## config.mk

```make
export PLATFORM = sky130hd
export DESIGN_NAME = uart_tx_serializer
export DESIGN_NICKNAME = d
export VERILOG_FILES = /design/src/rtl/uart_tx_serializer.sv
export SDC_FILE = /design/constraint.sdc
export NUM_CORES = 1
export LEC_CHECK = 0
export ABC_AREA = 1
export CAP_MARGIN = 20
export CORE_ASPECT_RATIO = 1.25
export CORE_MARGIN = 2
export CORE_UTILIZATION = 29
export DETAILED_ROUTE_END_ITERATION = 16
export PLACE_DENSITY = 0.57
export SYNTH_ARGS = -nofsm -noshare
export SYNTH_HDL_FRONTEND = slang
export SYNTH_SLANG_ARGS = --single-unit
```

## constraint.sdc

```tcl
create_clock -name CLK -period 2.1 [get_ports CLK]
set_input_delay 0.42 -clock CLK [delete_from_list [all_inputs] [get_ports CLK]]
set_output_delay 0.42 -clock CLK [all_outputs]
set_load 0.05 [all_outputs]
```

## src/rtl/uart_tx_serializer.sv

```systemverilog
`default_nettype none
// ============================================================================
// Module   : uart_tx_serializer
// Purpose  : Transmit-side serializer for the 16750-compatible UART. Takes
//            one character and shifts it out on SOUT as a start bit, 5-8 data
//            bits (LSB first), optional parity and 1 / 1.5 / 2 stop bits.
//            Bit timing comes from the 16x baud enable pulse TXCLK.
// Ports    :
//   CLK        in   system clock
//   RST        in   asynchronous active-high reset
//   TXCLK      in   single-CLK oversampling baud enable pulse
//   CLEAR      in   synchronous abort, returns to idle
//   TXSTART    in   send request, accepted only while idle
//   DIN[7:0]   in   character to send (unused upper bits ignored)
//   WLS[1:0]   in   word length 00=5 .. 11=8
//   STB        in   0 = 1 stop bit, 1 = 2 stop bits (1.5 when WLS=00)
//   PEN        in   parity enable
//   EPS        in   even parity select
//   SP         in   stick parity
//   BC         in   break control, forces SOUT low
//   BUSY       out  high whenever the state is not idle
//   TXFINISHED out  one-CLK pulse when the last stop bit ends
//   SOUT       out  serial output, idles high
// Revision : 1.0 - initial release
// ============================================================================
module uart_tx_serializer #(
    parameter int OVERSAMPLE = 16
) (
    input  logic       CLK,
    input  logic       RST,
    input  logic       TXCLK,
    input  logic       CLEAR,
    input  logic       TXSTART,
    input  logic [7:0] DIN,
    input  logic [1:0] WLS,
    input  logic       STB,
    input  logic       PEN,
    input  logic       EPS,
    input  logic       SP,
    input  logic       BC,
    output logic       BUSY,
    output logic       TXFINISHED,
    output logic       SOUT
);

    localparam int c_tick_w = $clog2(OVERSAMPLE);
    localparam logic [c_tick_w-1:0] c_tick_full = c_tick_w'(OVERSAMPLE - 1);
    // Half a bit period, used for the 1.5 stop bit case.
    localparam logic [c_tick_w-1:0] c_tick_half = c_tick_w'(OVERSAMPLE / 2 - 1);

    typedef enum logic [2:0] {
        S_IDLE   = 3'd0,
        S_START  = 3'd1,
        S_DATA   = 3'd2,
        S_PARITY = 3'd3,
        S_STOP1  = 3'd4,
        S_STOP2  = 3'd5
    } state_t;

    // ------------------------------------------------------------------
    // Registered state
    // ------------------------------------------------------------------
    state_t                r_state;
    logic [c_tick_w-1:0]   r_tick;
    logic [2:0]            r_bitcnt;
    logic [7:0]            r_shift;     // character latched at frame start
    logic [1:0]            r_wls;
    logic                  r_stb;
    logic                  r_pen;
    logic                  r_eps;
    logic                  r_sp;
    logic                  r_sout;
    logic                  r_busy;
    logic                  r_fin;

    // ------------------------------------------------------------------
    // Combinational next-state values
    // ------------------------------------------------------------------
    state_t                w_state_nxt;
    logic [c_tick_w-1:0]   w_tick_nxt;
    logic [2:0]            w_bitcnt_nxt;
    logic                  w_fin_nxt;
    logic                  w_load;
    logic                  w_sout_nxt;
    logic [c_tick_w-1:0]   w_tick_last;
    logic                  w_bit_end;
    logic [2:0]            w_last_bit;
    logic [7:0]            w_mask;
    logic                  w_parity;

    // STOP2 is only half a bit long for 5-bit words (1.5 stop bits).
    assign w_tick_last = (r_state == S_STOP2 && r_wls == 2'b00) ? c_tick_half : c_tick_full;
    assign w_bit_end   = TXCLK && (r_tick == w_tick_last);
    assign w_last_bit  = {1'b0, r_wls} + 3'd4;

    always_comb begin
        w_mask = 8'hFF;
        case (r_wls)
            2'b00:   w_mask = 8'h1F;
            2'b01:   w_mask = 8'h3F;
            2'b10:   w_mask = 8'h7F;
            default: w_mask = 8'hFF;
        endcase
    end

    // Stick parity transmits the inverse of EPS; otherwise even parity is the
    // XOR of the active data bits and odd parity its complement.
    always_comb begin
        w_parity = 1'b1;
        if (r_sp) begin
            w_parity = ~r_eps;
        end else if (r_eps) begin
            w_parity = ^(r_shift & w_mask);
        end else begin
            w_parity = ~^(r_shift & w_mask);
        end
    end

    // Next-state logic
    always_comb begin
        w_state_nxt  = r_state;
        w_tick_nxt   = r_tick;
        w_bitcnt_nxt = r_bitcnt;
        w_fin_nxt    = 1'b0;
        w_load       = 1'b0;

        if (CLEAR) begin
            // Abort wins over everything, including a pending start.
            w_state_nxt  = S_IDLE;
            w_tick_nxt   = '0;
            w_bitcnt_nxt = 3'd0;
        end else begin
            if (r_state != S_IDLE && TXCLK) begin
                w_tick_nxt = w_bit_end ? '0 : r_tick + 1'b1;
            end

            case (r_state)
                S_IDLE: begin
                    if (TXSTART) begin
                        w_load       = 1'b1;
                        w_state_nxt  = S_START;
                        w_tick_nxt   = '0;
                        w_bitcnt_nxt = 3'd0;
                    end
                end
                S_START: begin
                    if (w_bit_end) begin
                        w_state_nxt  = S_DATA;
                        w_bitcnt_nxt = 3'd0;
                    end
                end
                S_DATA: begin
                    if (w_bit_end) begin
                        if (r_bitcnt == w_last_bit) begin
                            w_state_nxt  = r_pen ? S_PARITY : S_STOP1;
                            w_bitcnt_nxt = 3'd0;
                        end else begin
                            w_bitcnt_nxt = r_bitcnt + 3'd1;
                        end
                    end
                end
                S_PARITY: begin
                    if (w_bit_end) begin
                        w_state_nxt = S_STOP1;
                    end
                end
                S_STOP1: begin
                    if (w_bit_end) begin
                        if (r_stb) begin
                            w_state_nxt = S_STOP2;
                        end else begin
                            w_state_nxt = S_IDLE;
                            w_fin_nxt   = 1'b1;
                        end
                    end
                end
                S_STOP2: begin
                    if (w_bit_end) begin
                        w_state_nxt = S_IDLE;
                        w_fin_nxt   = 1'b1;
                    end
                end
                default: begin
                    w_state_nxt  = S_IDLE;
                    w_tick_nxt   = '0;
                    w_bitcnt_nxt = 3'd0;
                end
            endcase
        end
    end

    // Line level for the state being entered, so SOUT is a clean register.
    // The start bit never depends on the latched data, so it does not matter
    // that r_shift is only loaded on the accepting edge.
    always_comb begin
        w_sout_nxt = 1'b1;
        case (w_state_nxt)
            S_START:  w_sout_nxt = 1'b0;
            S_DATA:   w_sout_nxt = r_shift[w_bitcnt_nxt];
            S_PARITY: w_sout_nxt = w_parity;
            default:  w_sout_nxt = 1'b1;
        endcase
    end

    // ------------------------------------------------------------------
    // Registers
    // ------------------------------------------------------------------
    always_ff @(posedge CLK or posedge RST) begin
        if (RST) begin
            r_state  <= S_IDLE;
            r_tick   <= '0;
            r_bitcnt <= 3'd0;
            r_shift  <= 8'h00;
            r_wls    <= 2'b00;
            r_stb    <= 1'b0;
            r_pen    <= 1'b0;
            r_eps    <= 1'b0;
            r_sp     <= 1'b0;
            r_sout   <= 1'b1;
            r_busy   <= 1'b0;
            r_fin    <= 1'b0;
        end else begin
            r_state  <= w_state_nxt;
            r_tick   <= w_tick_nxt;
            r_bitcnt <= w_bitcnt_nxt;
            if (w_load) begin
                // Line control is frozen for the whole frame.
                r_shift <= DIN;
                r_wls   <= WLS;
                r_stb   <= STB;
                r_pen   <= PEN;
                r_eps   <= EPS;
                r_sp    <= SP;
            end
            r_sout   <= w_sout_nxt;
            r_busy   <= (w_state_nxt != S_IDLE);
            r_fin    <= w_fin_nxt;
        end
    end

    // Break overrides the line without disturbing the frame in progress.
    assign SOUT       = r_sout & ~BC;
    assign BUSY       = r_busy;
    assign TXFINISHED = r_fin;

endmodule
`default_nettype wire

```

==> Word level (Yosys, flattened, before mapping) <==
Cells that the tools add are included.
{ "word_totals": {"output_inout_bits": 3, "latchBits": 0, "ramBits": 0, "register_bits": 27, "elab_cells": 80, "romBits": 0, "memories": 0} }
{ "classes": {"order_cmp": 1, "n_shift": 0, "bitwise": 4, "reduce_logical": 11, "n_mux": 37, "add_sub_neg": 3, "div_mod_pow": 0, "n_eq_ne": 12, "mul": 0} }
{ "op_table": {"columns": ["operator", "count"], "rows": [
  ["two-way mux 3 bit", 15],
  ["case mux 8 bit (3 select lines)", 1],
  ["two-way mux 4 bit", 5],
  ["case mux 3 bit (6 select lines)", 1],
  ["== test 3 x 2 -> 1 bit (second input constant)", 4],
  ["case mux 3 bit (4 select lines)", 1],
  ["two-way mux 1 bit", 10],
  ["bitwise AND 8 bit", 1],
  ["case mux 4 bit (2 select lines)", 1],
  ["XNOR reduction 8 bit", 1],
  ["XOR reduction 8 bit", 1],
  ["== test 3 x 1 -> 1 bit (second input constant)", 2],
  ["== test 3 bit (second input constant)", 2],
  ["nonzero test 3 bit", 2],
  ["OR reduction 5 bit", 1],
  ["adder 4 x 1 -> 4 bit (second input constant)", 1],
  ["== test 4 bit", 1],
  ["< comparator 3 x 4 -> 1 bit (second input constant)", 1],
  ["adder 2 x 3 -> 3 bit (second input constant)", 1],
  ["adder 3 x 1 -> 3 bit (second input constant)", 1],
  ["binary-select mux 1 bit (select 3 bit)", 1],
  ["== test 3 bit", 1],
  ["logical AND 1 bit", 3],
  ["zero test 3 bit", 1],
  ["8 further kinds", 9]
]} }

==> Depth between registers and ports, before layout <==
Gate-level depths: netlist of run 1.
{ "logic_depth": {"word_depth": 11, "depth_mapped": 16} }

==> Least setup slack after synthesis of run 1 <==
Ideal clock, no wire load.
{ "synth_timing": {"kind": "flip-flop to flip-flop", "startpoint": "register r_tick[0]", "endpoint": "register r_sout", "path_slack_ps": 442, "period_less_slack_ps": 1658, "arrival_ps": 1594, "setup_time_ps": 64, "path_stages_with_launch": 14, "path_buffers": 0, "path_cell_list": "dfrtp_1 -> ha_1 -> nand2_1 -> nor2_1 -> inv_1 -> nor2_4 -> nand3_1 -> nand2_1 -> nand3_2 -> nand2_1 -> nand3_1 -> nand3_1 -> nand3_1 -> nand3_1"} }
{ "synth_between": {"elab_chain_len": 8} }
{ "synth_rtl": {"columns": ["element", "line_no", "source"], "rows": [
  ["start: declaration", "64", "logic [c_tick_w-1:0] r_tick;"],
  ["start signal: assignment", "224", "r_tick <= w_tick_nxt;"],
  ["== test 4 bit *", "93", "assign w_bit_end = TXCLK && (r_tick == w_tick_last);"],
  ["logical AND 1 bit *", "93", null],
  ["two-way mux 3 bit, on equally long branches", "153, 147", null],
  ["case mux 3 bit (4 select lines)", "137", "case (r_state)"],
  ["two-way mux 3 bit", "127", "if (CLEAR) begin"],
  ["binary-select mux 1 bit (select 3 bit)", "199", "S_DATA: w_sout_nxt = r_shift[w_bitcnt_nxt];"],
  ["two-way mux 1 bit (implied by the code)", "199", null],
  ["case mux 1 bit (3 select lines) *", "197", "case (w_state_nxt)"],
  ["net w_sout_nxt", "84", "logic w_sout_nxt;"],
  ["end signal: assignment", "235", "r_sout <= w_sout_nxt;"],
  ["end: declaration", "72", "logic r_sout;"]
]} }
Mark *: on every way through the listed nets, which the timed path passes. The rest lies on a longest branch. The select of a mux whose other input is x is not followed.
A chain may end at the register's enable or synchronous reset.

==> Worst setup path in the final report of run 1 <==
{ "layout_timing": {"startpoint": "register r_wls[1]", "endpoint": "register r_sout"} }
{ "layout_between": {"elab_chain_len": 11} }
{ "layout_rtl": {"columns": ["element", "line_no", "source"], "rows": [
  ["start: declaration", "67", "logic [1:0] r_wls;"],
  ["start signal: assignment", "214", "r_wls <= 2'b00;"],
  ["start signal: assignment", "229", "r_wls <= WLS;"],
  ["parallel branches: the longest is 10 deep, another holds adder 2 x 3 -> 3 bit", null, null],
  ["case mux 1 bit (3 select lines) *", "197", null],
  ["net w_sout_nxt", "84", null]
]} }
Mark *: on every way through the listed nets, which the timed path passes. The select of a mux whose other input is x is not followed.

==> impl_metrics.toml, run 1 <==
[power]
internal_power_mw = 0.843
peakVddDrop_uv = 325
p_clk_share_pct = 25.3
seqPwrFrac_pct = 50.4
swShare_pct = 30.4
powerDensity_mw_per_mm2 = 570
p_leak_nw = 1.02
power_mw = 1.21
switchingPower_mw = 0.367
pwr-share-comb_pct = 24.3

[layout]
layout.nets = 282
diodes = 0
syn2layout_area_growth_pct = 26.2
drive_gt1_share_pct = 17.4

[clock_network]
clockBufferDepth = 2
root_buffer = "clkbuf_8"
clk_latency_ns = 0.28
cts.sinks = 27
clkTransAtPathRegs_ns = 0.10
cts_tree = "done"
cts_inserted_buffers = 3
hold_buffers = 0
cts_max_level = 1

[die]
ioPinCount = 23
coreArea_sq_mm = 0.00570
rows = 31
die_w_um = 72.1
start_util_pct = 29.5
dieArea_sq_mm = 0.00643
chipHeight_um = 89.1

[placed_design]
dp_hpwl_um = 2820
io_buffers = 22
gp_congestion = 0.891

[yosys]
synthArstFlopShare_pct = 100
synth_area_leader_cell = "dfrtp_1"
syn_area_sq_mm = 0.00168
synth-main-ff-cell = "dfrtp_1"
yosys_warnings = 0
synth-edff-count = 0
synthTopCellsByArea = "dfrtp_1 (39%), nand2_1 (12%), inv_1 (7.6%)"
avgSynthCellArea_sq_um = 7.47
synth_nets = 247
synthCells = 225
yosys_register_bits = 27
ys_types = 29
ys_seq_area_share_pct = 40.3
synth.top_cell.area_share_pct = 38.7

[outcome]
status = "complete, no violations"

[routing]
viasPerCell = 4.63
drc_errors = 0
dr.pass1.iters = 4
detail_route.wl_per_cell_um = 11.4
wl_um = 3710
vias = 1505
first_iter_violations = 75
ant_nets = 0

[sta]
fmax_mhz = 534
rsz0062_at_grt = "false"
tightestPinTransition_ns = 0.493
slew_violations = 0
hold_viol_final = 0
slew_headroom_pct = 67.0
finClkSkew_ns = 0.00408
min_period_over_period_pct = 89.1
setup_viol = 0
finalCriticalPeriod_ns = 1.87
hold_ws_ns = 0.499

[worst_setup_path]
crit_family = "simple AND/OR/NAND/NOR gates"
cp-end-kind = "register"
cp_cell_sequence = "nor2_4, nand3_2, nand2_2, nand2_2, nor2_4, nand2_1, nand2_1, nand2_1, o21ai_1, nand2_1, nand2_2, nand2_2, inv_1, nand3_1, nand3_1"
cp_slowest_cell = "dfrtp_1"
worst-endpoint-required_ns = 2.32
r2r_cells = 15
worstPathArrival_ns = 2.09
worstPathBufferInverterCount = 1
slowest_delay_ns = 0.46
rr_startpoint = "r_wls[1]"
startpoint_type = "register"
crit_type = "reg -> reg"
critPathMaxFanout = 5
rr_endpoint = "r_sout"
r2r_slack_ns = 0.23

[global_route]
antenna_found_initial = 0
gr-total-overflow = 0
track_usage_pct = 12.4
grt_pass1_vias = 1496
grt_pass1_wl_um = 6300
grt_max_degree = 28

[worst_hold_path]
min_path_type = "in -> async"

[job]
cap_viol_max_count = 0
-- synthesized netlist by cell type, types with 2 or more instances --
cell type,n
nand3_2,4
nand2_1,53
nand3_1,20
mux2_2,3
ha_1,2
inv_1,34
nor2_4,2
buf_2,2
o21ai_1,2
xnor2_1,5
nand2_2,7
xor2_1,7
inv_2,3
o21ai_0,18
a21oi_1,4
nand4_1,2
dfrtp_1,26
nor2_1,19
nor3_1,2
-- worst max-delay path by stage --
stage / cells past startpoint / start / end / slack (ns)
final: 15 / r_wls[1] / r_sout / 0.23
after global routing: 15 / r_wls[0] / r_sout / 0.01
after CTS: 13 / r_tick[0] / r_sout / 0.13
after detailed placement: 14 / TXCLK / r_sout / -0.13
after global placement: 13 / TXCLK / r_sout / -0.11
after floorplan: 13 / r_tick[0] / r_sout / 0.44
-- stage by stage --
step / TNS, ns / cell area [sq um] / setup slack [ns] / instances / util (%)
floorplan: 0 / 1680 / 0.442 / 225 / -
global placement: -0.223 / 2040 / -0.107 / 318 / 35.8
detailed placement: -0.305 / 2040 / -0.129 / 318 / 35.8
CTS: 0 / 2090 / 0.126 / 322 / 36.6
global route: 0 / 2120 / 0.00973 / 325 / 37.2
finish: 0 / 2120 / 0.229 / 325 / 37.2
-- sequential cells by signal (all words and copies together), names as in the netlist --
| name | cells |
|---|---|
| r_wls | 2 |
| r_stb | 1 |
| r_sout | 1 |
| r_eps | 1 |
| r_tick | 4 |
| r_pen | 1 |
| r_state | 3 |
| r_sp | 1 |
| r_shift | 8 |
| r_bitcnt | 3 |
| BUSY | 1 |
| TXFINISHED | 1 |
-- worst register-to-register path, stage by stage (launching register included) --
cell	delay, ns
dfrtp_1	0.46
nor2_4	0.20
nand3_2	0.10
nand2_2	0.09
nand2_2	0.09
nor2_4	0.18
nand2_1	0.08
nand2_1	0.08
nand2_1	0.05
o21ai_1	0.06
nand2_1	0.08
nand2_2	0.11
nand2_2	0.05
inv_1	0.05
nand3_1	0.07
nand3_1	0.07
-- what timing repair did --
item,in CTS,in global routing
resized for setup,0,7
setup buffers,0,2
hold endpoints to repair,0,0
endpoints found under the setup margin,0,2
-- cells in the final DEF, fill, tap and decap left out, types with 4 or more instances in the layout --
master           count
nand2_2              8
o21ai_0             17
xor2_1               7
nand2_1             52
nor2_1              18
dfrtp_1             23
buf_4               10
nand3_1             20
clkdlybuf4s50_1     21
inv_1               34
a21oi_1              4
nand3_2              4
xnor2_1              5
-- layout make-up --
type	count	area [sq um]
clock buffer	3	41.3
clock inverter	1	5.00
fill	616	3580
inverter	37	139
multi-input combinational	159	868
sequential	27	681
tap	66	82.6
timing repair buffer	32	305
-- layer usage --
metal	up-vias	track usage [%]	wire length (um)
met5	-	0	0
met2	27	22.4	1840
met3	9	2.25	140
met1	688	14.3	1620
li1	781	-	-
met4	0	5.49	114
-- kinds of logic (layout without fill, tap and decap cells) --
family          count (synthesis)  in the layout  share of synthesized area [%]
fa+ha+maj                       2              2                           1.49
buf+inv                        40             73                           9.08
simple gates                  111            112                           30.8
mux                             3              3                           2.01
compound gates                 30             30                           10.1
xor+xnor                       12             12                           6.25
flops                          27             27                           40.3
-- power groups by stage --
stage / sequential, mW / clock [mW] / combinational, mW
finish: 0.610 / 0.306 / 0.294
global route: 0.616 / 0.338 / 0.333
CTS: 0.608 / 0.326 / 0.297
detailed placement: 0.619 / 0 / 0.296
global placement: 0.617 / 0 / 0.293
floorplan: 0.614 / 0 / 0.199
Note: power is estimated with default switching activity, not from simulation.
==> run 2: changes to the inputs <==
--- a/config.mk
+++ b/config.mk
@@ -10,6 +10,7 @@
 export CORE_ASPECT_RATIO = 1.25
 export CORE_MARGIN = 2
 export CORE_UTILIZATION = 29
+export CTS_CLUSTER_DIAMETER = 80
 export DETAILED_ROUTE_END_ITERATION = 16
 export PLACE_DENSITY = 0.57
 export SYNTH_ARGS = -nofsm -noshare
==> results of run 2 <==
No change in the layout: final DEF, timing and power equal those of run 1.
==> run 3: changes to the inputs <==
--- a/config.mk
+++ b/config.mk
@@ -5,14 +5,13 @@
 export SDC_FILE = /design/constraint.sdc
 export NUM_CORES = 1
 export LEC_CHECK = 0
-export ABC_AREA = 1
 export CAP_MARGIN = 20
 export CORE_ASPECT_RATIO = 1.25
 export CORE_MARGIN = 2
 export CORE_UTILIZATION = 29
 export CTS_CLUSTER_DIAMETER = 80
 export DETAILED_ROUTE_END_ITERATION = 16
-export PLACE_DENSITY = 0.57
+export PLACE_DENSITY = 0.56
 export SYNTH_ARGS = -nofsm -noshare
 export SYNTH_HDL_FRONTEND = slang
 export SYNTH_SLANG_ARGS = --single-unit
==> run 3 against run 2 <==
Net effect:
- the flow now finishes with violations (setup timing)
- die area grew 4.0%
- hold slack got worse by 0.0015 ns
- critical path type is now in -> reg
- largest cell class unchanged
- setup slack worse by 0.31 ns
- register-to-register slack worse by 0.30 ns
- wire length up 13%
- highest routed layer unchanged
==> impl_metrics.toml, run 3 <==
[power]
p_leak_nw = 1.04
p_clk_share_pct = 21.5
internal_power_mw = 0.982
powerDensity_mw_per_mm2 = 560
peakVddDrop_uv = 306
power_mw = 1.41
pwr-share-comb_pct = 32.6
swShare_pct = 30.2
seqPwrFrac_pct = 45.9
switchingPower_mw = 0.425

[placed_design]
gp_congestion = 0.839
placed_area_sq_mm = 0.00232
dp_hpwl_um = 3130
io_buffers = 22

[job]
cap_viol_max_count = 0

[routing]
ant_nets = 0
route.met3.wl_um = 95
first_iter_violations = 56
wl_um = 4180
detail_route.wl_per_cell_um = 14.0
vias = 1492
drc_errors = 0
dr.pass1.iters = 4
viasPerCell = 4.99
routed.top_layer = "met4"
m1WireLength_um = 1840
dr_wl_met2_um = 2190

[clock_network]
clockBufferDepth = 2
cts_inserted_buffers = 3
cts.sinks = 27
clk_latency_ns = 0.27
hold_buffers = 0
cts_tree = "done"
cts_max_level = 1
clkTransAtPathRegs_ns = 0.09
root_buffer = "clkbuf_8"

[sta]
min_period_over_period_pct = 104
slew_headroom_pct = 67.3
finalCriticalPeriod_ns = 2.18
setup_viol = 2
slew_violations = 0
fmax_mhz = 458
rsz0062_at_grt = "true"
tightestPinTransition_ns = 0.490
hold_viol_final = 0
finalSetupTns_ns = -0.0946
hold_ws_ns = 0.497
fin_ws_ns = -0.0832
finClkSkew_ns = 0.00268

[die]
rows = 31
chipHeight_um = 90.9
start_util_pct = 30.1
dieArea_sq_mm = 0.00668
ioPinCount = 23
die_w_um = 73.5
coreArea_sq_mm = 0.00582

[global_route]
track_usage_pct = 13.3
grt_pass1_wl_um = 7030
grt_pass1_vias = 1491
antenna_found_initial = 0
gr-total-overflow = 0
grt_max_degree = 28

[layout]
largest_reg_flops = 8
mostFrequentLayoutCells = "buf_4 (40), dfrtp_1 (25), clkdlybuf4s50_1 (20)"
layout.nets = 256
multi_input_area_sq_mm = 0.00111
nFillCells = 576
regMostFlops = "r_shift"
reg.largest.list = "r_shift (8), r_tick (4)"
postLayoutCellArea_sq_mm = 0.00251
diodes = 0
syn2layout_area_growth_pct = 43.4
register_area_sq_um = 678
final_common_cell = "buf_4"
drive_gt1_share_pct = 36.1

[yosys]
synthTopCellsByArea = "dfrtp_1 (37%), mux2_2 (9.0%), xnor2_1 (5.5%)"
synth-adder-area-share_pct = 1.43
ys_seq_area_share_pct = 38.6
synth-edff-count = 0
synthMuxAreaShare_pct = 14.2
ys_top_cells_by_count = "dfrtp_1 (26), nor2_1 (15), mux2_2 (14)"
yosys_register_bits = 27
synth-main-ff-cell = "dfrtp_1"
avgSynthCellArea_sq_um = 10.2
ys_types = 46
synth.top_cell.area_share_pct = 37.1
synth_compound_area_share_pct = 14.3
synthArstFlopShare_pct = 100
syn_area_sq_mm = 0.00175
synthCells = 172
yosys_warnings = 0
synth_area_leader_cell = "dfrtp_1"
synth_nets = 194
yosysMostFrequentCell = "dfrtp_1"
synth_top_family_by_area = "simple AND/OR/NAND/NOR gates"
synth_xor_area_share_pct = 7.50
synthSimpleGateAreaFrac_pct = 20.6

[worst_setup_path]
critPathMaxFanout = 7
startpoint_type = "primary input"
rr_endpoint = "r_sout"
cp-end-kind = "register"
crit_type = "in -> reg"
r2r_cells = 9
worst-endpoint-required_ns = 2.30
r2r_slack_ns = -0.07
worstPathArrival_ns = 2.39
rr_startpoint = "r_state[1]"

[outcome]
violations = "setup timing"
status = "finished with violations"

[worst_hold_path]
min_path_type = "in -> async"
run 3: area by class of cell:
type	count	area share (%)
clock buffers	4	1.79
inverters	3	0.448
multi-input cells	133	44.1
flip-flops and latches	27	27.0
well taps	66	3.29
repair buffers	66	23.4
run 3: logic make-up after synthesis:
kind of cell | count (synthesis)
and+or+nand+nor | 59
AOI/OAI and AO/OA | 34
DFF | 27
muxes | 23
xor gates and xnor gates | 15
buffers and inverters | 12
adders and majority gates | 2
run 3: critical path, stage by stage:
cell	delay [ns]
clkdlybuf4s50_1	0.49
or4b_4	0.50
o21ai_4	0.10
a21oi_4	0.08
or3b_1	0.37
o2111ai_2	0.09
mux2i_1	0.10
mux2i_1	0.14
a31oi_1	0.10
run 3: power groups by stage:
stage,Clock [mW],Sequential [mW],Combinational [mW]
finish,0.302,0.646,0.459
global route,0.344,0.656,0.508
CTS,0.325,0.646,0.446
detailed placement,0,0.656,0.440
global placement,0,0.654,0.434
floorplan,0,0.644,0.287
run 3: per-layer routing:
layer / vias up / GRT usage, %
li1: 749 / -
met1: 711 / 17.9
met2: 26 / 22.0
met3: 6 / 1.67
met4: 0 / 3.33
met5: - / 0
run 3: through the flow:
stage,util [%],std cells,setup slack [ns]
2_1_floorplan,-,172,0.0688
3_3_place_gp,39.9,290,-0.432
3_5_place_dp,39.9,290,-0.440
4_1_cts,41.2,296,-0.0898
5_1_grt,43.2,299,-0.178
6_report,43.2,299,-0.0832
run 3: timing repair:
item / in CTS / in global routing
setup buffers: 2 / 3
setup endpoints to repair: 15 / 17
pin swaps: 6 / 9
gates resized for setup: 4 / 20
run 3: how the worst max path moves through the flow:
stage               endpoint  slack, ns  cells past startpoint        from
finish                r_sout      -0.08                      9     TXSTART
global route          r_sout      -0.18                      9   r_tick[0]
CTS                   r_sout      -0.09                      9  r_state[1]
detailed placement    r_sout      -0.44                      9       TXCLK
global placement      r_sout      -0.43                      9       TXCLK
floorplan             r_sout       0.07                     10   r_tick[0]
